$ cat src/rtl/micro_sequencer_if.sv
// Command, memory and writeback signals of micro_sequencer.
// slave: the sequencer side; master: the decoder/memory/datapath side.
interface micro_sequencer_if;
  logic        in_valid;
  logic        in_ready;
  logic [13:0] micro_cmd;
  logic        hit;
  logic        br_taken;
  logic [2:0]  alu_op;
  logic        alu_unsign;
  logic [2:0]  imm_type;
  logic        alu_src_pc;
  logic        mem_req;
  logic        mem_we;
  logic [1:0]  mem_size;
  logic        mem_ack;
  logic        mem_err;
  logic        reg_wen;
  logic        wb_sel_mem;
  logic        pc_wen;
  logic        pc_sel_jump;
  logic        retire;
  logic        illegal;
  logic        busy;

  modport slave (
    input  in_valid, micro_cmd, hit, br_taken, mem_ack,
    output in_ready, alu_op, alu_unsign, imm_type, alu_src_pc,
           mem_req, mem_we, mem_size, mem_err,
           reg_wen, wb_sel_mem, pc_wen, pc_sel_jump, retire, illegal, busy
  );

  modport master (
    output in_valid, micro_cmd, hit, br_taken, mem_ack,
    input  in_ready, alu_op, alu_unsign, imm_type, alu_src_pc,
           mem_req, mem_we, mem_size, mem_err,
           reg_wen, wb_sel_mem, pc_wen, pc_sel_jump, retire, illegal, busy
  );
endinterface

$ cat src/rtl/micro_sequencer.sv
// Moore IDLE/EXEC/MEM/WB sequencer for one decoded micro-command at a time.
// Optional MEM timeout (16 cycles without mem_ack) under `MICRO_SEQ_TIMEOUT_EN.
module micro_sequencer (
  input  logic               clk,
  input  logic               rst,
  micro_sequencer_if.slave   bus
);

  typedef enum logic [1:0] {IDLE, EXEC, MEM, WB} state_t;

  state_t      state_q, state_d;
  logic [13:0] cmd_q, cmd_d;
  logic        jump_q, jump_d;
  logic        illegal_q, illegal_d;

  logic       regen, pcjen, pcren, unsign;
  logic [1:0] mwen, mren;
  logic [2:0] aluop, immt;

  assign regen  = cmd_q[13];
  assign pcjen  = cmd_q[12];
  assign pcren  = cmd_q[11];
  assign mwen   = cmd_q[10:9];
  assign mren   = cmd_q[8:7];
  assign aluop  = cmd_q[6:4];
  assign unsign = cmd_q[3];
  assign immt   = cmd_q[2:0];

`ifdef MICRO_SEQ_TIMEOUT_EN
  logic [4:0] cnt_q, cnt_d;
  logic       err_q, err_d;
`endif

  always_comb begin
    state_d   = state_q;
    cmd_d     = cmd_q;
    jump_d    = jump_q;
    illegal_d = 1'b0;
`ifdef MICRO_SEQ_TIMEOUT_EN
    cnt_d     = cnt_q;
    err_d     = 1'b0;
`endif
    case (state_q)
      IDLE: begin
        if (bus.in_valid) begin
          if (bus.hit) begin
            cmd_d   = bus.micro_cmd;
            jump_d  = 1'b0;
            state_d = EXEC;
          end else begin
            illegal_d = 1'b1;
          end
        end
      end
      EXEC: begin
        // Conditional branches use imm_type 3'b011; every other PCJEN form always jumps.
        if (pcjen) jump_d = (immt == 3'b011) ? bus.br_taken : 1'b1;
        else       jump_d = 1'b0;
        if ((mwen != 2'b00) && (mren != 2'b00)) begin
          illegal_d = 1'b1;
          state_d   = IDLE;
        end else if ((mwen != 2'b00) || (mren != 2'b00)) begin
          state_d = MEM;
`ifdef MICRO_SEQ_TIMEOUT_EN
          cnt_d   = '0;
`endif
        end else begin
          state_d = WB;
        end
      end
      MEM: begin
        if (bus.mem_ack) begin
          state_d = WB;
`ifdef MICRO_SEQ_TIMEOUT_EN
        end else if (cnt_q == 5'd15) begin
          err_d   = 1'b1;
          state_d = IDLE;
        end else begin
          cnt_d = cnt_q + 5'd1;
`endif
        end
      end
      WB:      state_d = IDLE;
      default: state_d = IDLE;
    endcase
  end

  always_ff @(posedge clk or posedge rst) begin
    if (rst) begin
      state_q   <= IDLE;
      cmd_q     <= '0;
      jump_q    <= 1'b0;
      illegal_q <= 1'b0;
`ifdef MICRO_SEQ_TIMEOUT_EN
      cnt_q     <= '0;
      err_q     <= 1'b0;
`endif
    end else begin
      state_q   <= state_d;
      cmd_q     <= cmd_d;
      jump_q    <= jump_d;
      illegal_q <= illegal_d;
`ifdef MICRO_SEQ_TIMEOUT_EN
      cnt_q     <= cnt_d;
      err_q     <= err_d;
`endif
    end
  end

  logic active, in_mem, in_wb;
  assign active = (state_q != IDLE);
  assign in_mem = (state_q == MEM);
  assign in_wb  = (state_q == WB);

  assign bus.in_ready    = !active;
  assign bus.busy        = active;
  assign bus.alu_op      = active ? aluop : '0;
  assign bus.alu_unsign  = active & unsign;
  assign bus.imm_type    = active ? immt : '0;
  assign bus.alu_src_pc  = active & pcren;
  assign bus.mem_req     = in_mem;
  assign bus.mem_we      = in_mem & (mwen != 2'b00);
  assign bus.mem_size    = !in_mem ? 2'b00 : ((mwen != 2'b00) ? mwen : mren);
  assign bus.reg_wen     = in_wb & regen;
  assign bus.wb_sel_mem  = in_wb & (mren != 2'b00);
  assign bus.pc_wen      = in_wb;
  assign bus.pc_sel_jump = in_wb & jump_q;
  assign bus.retire      = in_wb;
  assign bus.illegal     = illegal_q;
`ifdef MICRO_SEQ_TIMEOUT_EN
  assign bus.mem_err     = err_q;
`else
  assign bus.mem_err     = 1'b0;
`endif

endmodule

$ cat src/flat_wrapper.sv
// flat-port wrapper written by rule: the top's interface ports become plain ports
module micro_sequencer_flat 
  (clk, rst, bus_in_valid, bus_micro_cmd, bus_hit, bus_br_taken, bus_mem_ack, bus_in_ready, bus_alu_op, bus_alu_unsign, bus_imm_type, bus_alu_src_pc, bus_mem_req, bus_mem_we, bus_mem_size, bus_mem_err, bus_reg_wen, bus_wb_sel_mem, bus_pc_wen, bus_pc_sel_jump, bus_retire, bus_illegal, bus_busy);
  micro_sequencer_if bus_i ();
  input  logic clk;
  input  logic rst;
  input wire logic [$bits(bus_i.in_valid)-1:0] bus_in_valid;
  input wire logic [$bits(bus_i.micro_cmd)-1:0] bus_micro_cmd;
  input wire logic [$bits(bus_i.hit)-1:0] bus_hit;
  input wire logic [$bits(bus_i.br_taken)-1:0] bus_br_taken;
  input wire logic [$bits(bus_i.mem_ack)-1:0] bus_mem_ack;
  output wire logic [$bits(bus_i.in_ready)-1:0] bus_in_ready;
  output wire logic [$bits(bus_i.alu_op)-1:0] bus_alu_op;
  output wire logic [$bits(bus_i.alu_unsign)-1:0] bus_alu_unsign;
  output wire logic [$bits(bus_i.imm_type)-1:0] bus_imm_type;
  output wire logic [$bits(bus_i.alu_src_pc)-1:0] bus_alu_src_pc;
  output wire logic [$bits(bus_i.mem_req)-1:0] bus_mem_req;
  output wire logic [$bits(bus_i.mem_we)-1:0] bus_mem_we;
  output wire logic [$bits(bus_i.mem_size)-1:0] bus_mem_size;
  output wire logic [$bits(bus_i.mem_err)-1:0] bus_mem_err;
  output wire logic [$bits(bus_i.reg_wen)-1:0] bus_reg_wen;
  output wire logic [$bits(bus_i.wb_sel_mem)-1:0] bus_wb_sel_mem;
  output wire logic [$bits(bus_i.pc_wen)-1:0] bus_pc_wen;
  output wire logic [$bits(bus_i.pc_sel_jump)-1:0] bus_pc_sel_jump;
  output wire logic [$bits(bus_i.retire)-1:0] bus_retire;
  output wire logic [$bits(bus_i.illegal)-1:0] bus_illegal;
  output wire logic [$bits(bus_i.busy)-1:0] bus_busy;
  assign bus_i.in_valid = bus_in_valid;
  assign bus_i.micro_cmd = bus_micro_cmd;
  assign bus_i.hit = bus_hit;
  assign bus_i.br_taken = bus_br_taken;
  assign bus_i.mem_ack = bus_mem_ack;
  assign bus_in_ready = bus_i.in_ready;
  assign bus_alu_op = bus_i.alu_op;
  assign bus_alu_unsign = bus_i.alu_unsign;
  assign bus_imm_type = bus_i.imm_type;
  assign bus_alu_src_pc = bus_i.alu_src_pc;
  assign bus_mem_req = bus_i.mem_req;
  assign bus_mem_we = bus_i.mem_we;
  assign bus_mem_size = bus_i.mem_size;
  assign bus_mem_err = bus_i.mem_err;
  assign bus_reg_wen = bus_i.reg_wen;
  assign bus_wb_sel_mem = bus_i.wb_sel_mem;
  assign bus_pc_wen = bus_i.pc_wen;
  assign bus_pc_sel_jump = bus_i.pc_sel_jump;
  assign bus_retire = bus_i.retire;
  assign bus_illegal = bus_i.illegal;
  assign bus_busy = bus_i.busy;
  micro_sequencer u_core (.clk(clk), .rst(rst), .bus(bus_i));
endmodule
$ cat config.mk
export PLATFORM = sky130hd
export DESIGN_NAME = micro_sequencer_flat
export DESIGN_NICKNAME = d
export VERILOG_FILES = /design/src/rtl/micro_sequencer_if.sv /design/src/rtl/micro_sequencer.sv /design/src/flat_wrapper.sv
export SDC_FILE = /design/constraint.sdc
export NUM_CORES = 1
export LEC_CHECK = 0
export ABC_AREA = 1
export BUFFER_PORTS_ARGS = -buffer_cell sky130_fd_sc_hd__buf_4
export CORE_UTILIZATION = 49
export DETAILED_ROUTE_END_ITERATION = 10
export PLACE_DENSITY = 0.86
export SLEW_MARGIN = 20
export SYNTH_ARGS = -nofsm -noshare
export SYNTH_HDL_FRONTEND = slang
export SYNTH_SLANG_ARGS = --single-unit
$ cat constraint.sdc
create_clock -name clk -period 1.91 [get_ports clk]
set_input_delay 0.0955 -clock clk [delete_from_list [all_inputs] [get_ports clk]]
set_output_delay 0.0955 -clock clk [all_outputs]
set_load 0.05 [all_outputs]
## Yosys cells after proc, flatten, opt, wreduce, memory -nomap -nowiden

Cells that the tools add are included.
Widths: inputs -> output; s select.

| word-level totals | value |
|---|---|
| bits in read-only memories | 0 |
| latch bits | 0 |
| output and inout bits | 21 |
| input bits | 20 |
| word-level logic and storage cells | 47 |
| memories kept | 0 |
| RAM bits | 0 |
| flip-flop bits (word level) | 18 |

| cells by class | value |
|---|---|
| bitwise logic cells | 6 |
| equal/unequal tests | 7 |
| reduce and logical (&&, ||, !) cells | 11 |
| $lt $le $gt $ge | 0 |
| add/subtract/negate cells | 0 |
| shifts and indexed selects | 0 |
| mux-type cells | 19 |
| $mul | 0 |
| div/mod/pow operators | 0 |

Operators by type and width:

| cell | number |
|---|---|
| $mux 2 | 6 |
| $reduce_and 3->1 | 3 |
| $mux 1 | 8 |
| $pmux 2 s4 | 1 |
| $reduce_bool 2->1 | 4 |
| $and 1x1->1 | 6 |
| $mux 3 | 2 |
| $ne 2x2->1 const B | 3 |
| $eq 2x2->1 const B | 2 |
| $pmux 1 s2 | 2 |
| $eq 3x2->1 const B | 1 |
| $eq 2x1->1 const B | 1 |
| $logic_not 2->1 | 1 |
| $logic_and 1x1->1 | 1 |
| $logic_not 1->1 | 1 |
| $logic_or 1x1->1 | 1 |

## Depth between registers and ports, before layout

| logic depth | value |
|---|---|
| word-level depth | 5 |
| mapped depth | 6 |
| depth with buffers taken out | 5 |

## Least setup slack after synthesis

Ideal clock, no wire load.

| path | value |
|---|---|
| path type | reg2out |
| start | register u_core.state_q[0] |
| end | output port bus_mem_size[0] |
| data required time | 1814 ps |
| cell stages (with the launch flop) | 4 |
| arrival time | 1389 ps |
| setup slack | 425 ps |
| buffers on the path | 0 |
| path through | dfrtp_1 inv_1 nand2_1 a21oi_1 |

| on the way | value |
|---|---|
| word-level cells in the longest chain between the ends | 2 |

Ends and longest elaborated chain:

| item | RTL line | source |
|---|---|---|
| start, declared | micro_sequencer.sv:11 | `state_t state_q, state_d;` |
| start signal, assigned | micro_sequencer.sv:99 | `state_q <= state_d;` |
| $eq 2x2->1 | micro_sequencer.sv:112 | `assign in_mem = (state_q == MEM);` |
| $mux 2 | micro_sequencer.sv:123 | `assign bus.mem_size = !in_mem ? 2'b00 : ((mwen != 2'b00) ? mwen : mren);` |
| end, declared | flat_wrapper.sv:19 | `output wire logic [$bits(bus_i.mem_size)-1:0] bus_mem_size;` |

Every way passes these cells.

==> run metrics <==
Clock Latency Late Sink 0.30 ns; Initial Util 53.4%; Detailed Route WL 2000 um; Synth Flop Type dfrtp_1; CTS tree built; Area after DPL 0.00122 mm2; via count 906; #FFs+latches synth 18; global route overflow 0; Final Slew Violations 0; Peak VDD IR 1.35 mV; Tcrit/Tclk final 89.1%; largest net degree at the start of global routing 28; synth cell count leaders nand2_1, inv_1, nand3_1, dfrtp_1, nor2_1; Synth Area per Inst 7.36 um2; PwrDens 1960 mW/mm2; Layout Utilization 71.6%; crit path max fanout 27; total die area 0.00210 mm2; # setup viols final 0; Worst Skew 0.00390 ns; I/O pin count 41; Area contributors post-synth dfrtp_1, nand2_1, nand3_1, inv_1, nor2_1; CP arrival 1.61 ns; fraction of layout cells with a size suffix above 1 27.7%; flop-to-flop setup slack 0.46 ns; H-tree Lvls 1; IO Port Bufs 39; Die W 45.9 um; site row count 15; worst hold endpoint u_core.cmd_q[9]; total nets after synthesis 148; GRT Util Overall 21.6%; CTS sink cnt 18; Remaining DRCs 0; Synth Instances 128; DRT Pass-1 Iters 5; root buf cell clkbuf_4; Core Box Area 0.00176 mm2; Critical Path Sink Type output port; EDFF count, synth 0; via-per-instance ratio 4.74; Post-synth ARST share 100%; metal2 WL 985 um; area delta synth->final 34.0%; critical path's top delay family simple AND/OR/NAND/NOR gates; crit-path cells nor2_4 -> nor2_1 -> buf_4; Synth cell types 15; Post-Syn Area 942 um2; Data required, critical path 1.81 ns; Routed met1 length 854 um; Sum Neg Setup Slack 0 ns; RSZ-0062 raised after global routing false; height of the die 45.9 um; FF-to-FF End u_core.cmd_q[4]; top cell type's share of synthesized area 47.8%; P_leak 0.744 nW; Tot Pwr 2.47 mW; Reg2Reg Depth 4; Clock Path Buffers 2; wire per inst 10.5 um; met3 wire length 134 um; first-pass GRT wire length 3190 um; final hold slack 0.0248 ns; critical-path cell with the highest stage delay nor2_4; remaining antenna violation count 0; Finished Cell Area 0.00126 mm2; Post-CTS Repair Setup Buffers 0; Highest Signal Layer met4; crit start category flop; Hold Crit Class input pin to flop; outcome completed; Tmin final 1.70 ns; DP HPWL 1490 um; Max Freq 587 MHz; final net count 187; initial antenna violation count 0; post-synthesis sequential area ratio 47.8%; critical path type flop to output port; Hold Path Stages 3; crit path buf inv count 1; worst-margin pin slew 0.672 ns; DRT iter0 DRCs 18; CP peak stage delay 0.53 ns; cts repair resizes 0; synth warn 0; Worst slew margin 55.1%; total CTS buffers 3; GP Congestion 0.819; ant diodes 0; maxcap violations 0; count leader, synth nand2_1; Hold Vio Cnt, Final 0; hold path start bus_micro_cmd[9]; leading area contributor after synthesis dfrtp_1; Worst-path clk slew 0.11 ns; vias in the first global route 766
==> flip-flops by register name, indices dropped and copies added, names as in the netlist, named ones only <==
register            flops
u_core.cmd_q           14
u_core.jump_q           1
u_core.state_q          1
u_core.bus.illegal      1
==> power breakdown <==
part	internal, mW	total [mW]	switching (mW)
Combinational	0.432	1.54	1.11
Sequential	0.556	0.692	0.136
Clock	0.116	0.238	0.122
Total	1.10	2.47	1.37
==> worst max path at each step <==
| stage | from | to | cells past startpoint |
|---|---|---|---|
| after floorplan | u_core.state_q[0] | bus_mem_size[0] | 3 |
| after global routing | flop | bus_imm_type[0] | 3 |
| after global placement | flop | u_core.cmd_q[5] | 4 |
| after detailed placement | flop | u_core.cmd_q[0] | 4 |
| after CTS | flop | bus_imm_type[0] | 3 |
| final | flop | bus_imm_type[0] | 3 |
==> routing by layer <==
metal  vias to the layer above  global-route usage, %
met2                        36                   34.6
met3                         5                   5.95
met1                       406                   26.8
li1                        459                      -
met4                         0                   10.0
met5                         -                      0
==> stage by stage <==
step / cells / worst slack (ns)
after global placement: 186 / 0.540
after global routing: 191 / 0.0794
after CTS: 191 / 0.205
final: 191 / 0.207
after detailed placement: 186 / 0.479
after floorplan: 128 / 0.425
==> layout by cell type (no fill, tap or decap) <==
master and instances:
nand3b_1 2, conb_1 1, dlygate4sd3_1 1, nand3_1 19, nand2_1 38, nor2_1 18
clkbuf_4 3, inv_1 19, o21ai_0 1, a21oi_1 3, nor2_4 1, nand2_4 1
inv_2 1, dfrtp_1 18, clkbuf_8 1, buf_4 39
==> repair_timing <==
item / in CTS / in global routing
endpoints found under the hold margin: 18 / 0
setup endpoints to repair: 0 / 0
hold buffers: 1 / 0
==> worst register-to-register path: cells and delay by family (launching register included) <==
family	cells	cell delay, ns
flops	1	0.46
simple gates	4	0.89
==> cell type report <==
class / instances / area [um2]
repair buffers: 40 / 303
well taps: 25 / 31.3
fillers: 158 / 502
flip-flops and latches: 18 / 450
clock buffers: 4 / 36.3
multi-input cells: 84 / 367
inverters: 20 / 75.1
==> logic make-up after synthesis <==
family,after synthesis,synth area share (%)
simple gates,79,36.4
buf+inv,26,13.3
flops,18,47.8
compound gates,4,2.12
other cells,1,0.398
(Power assumes the default switching activity.)
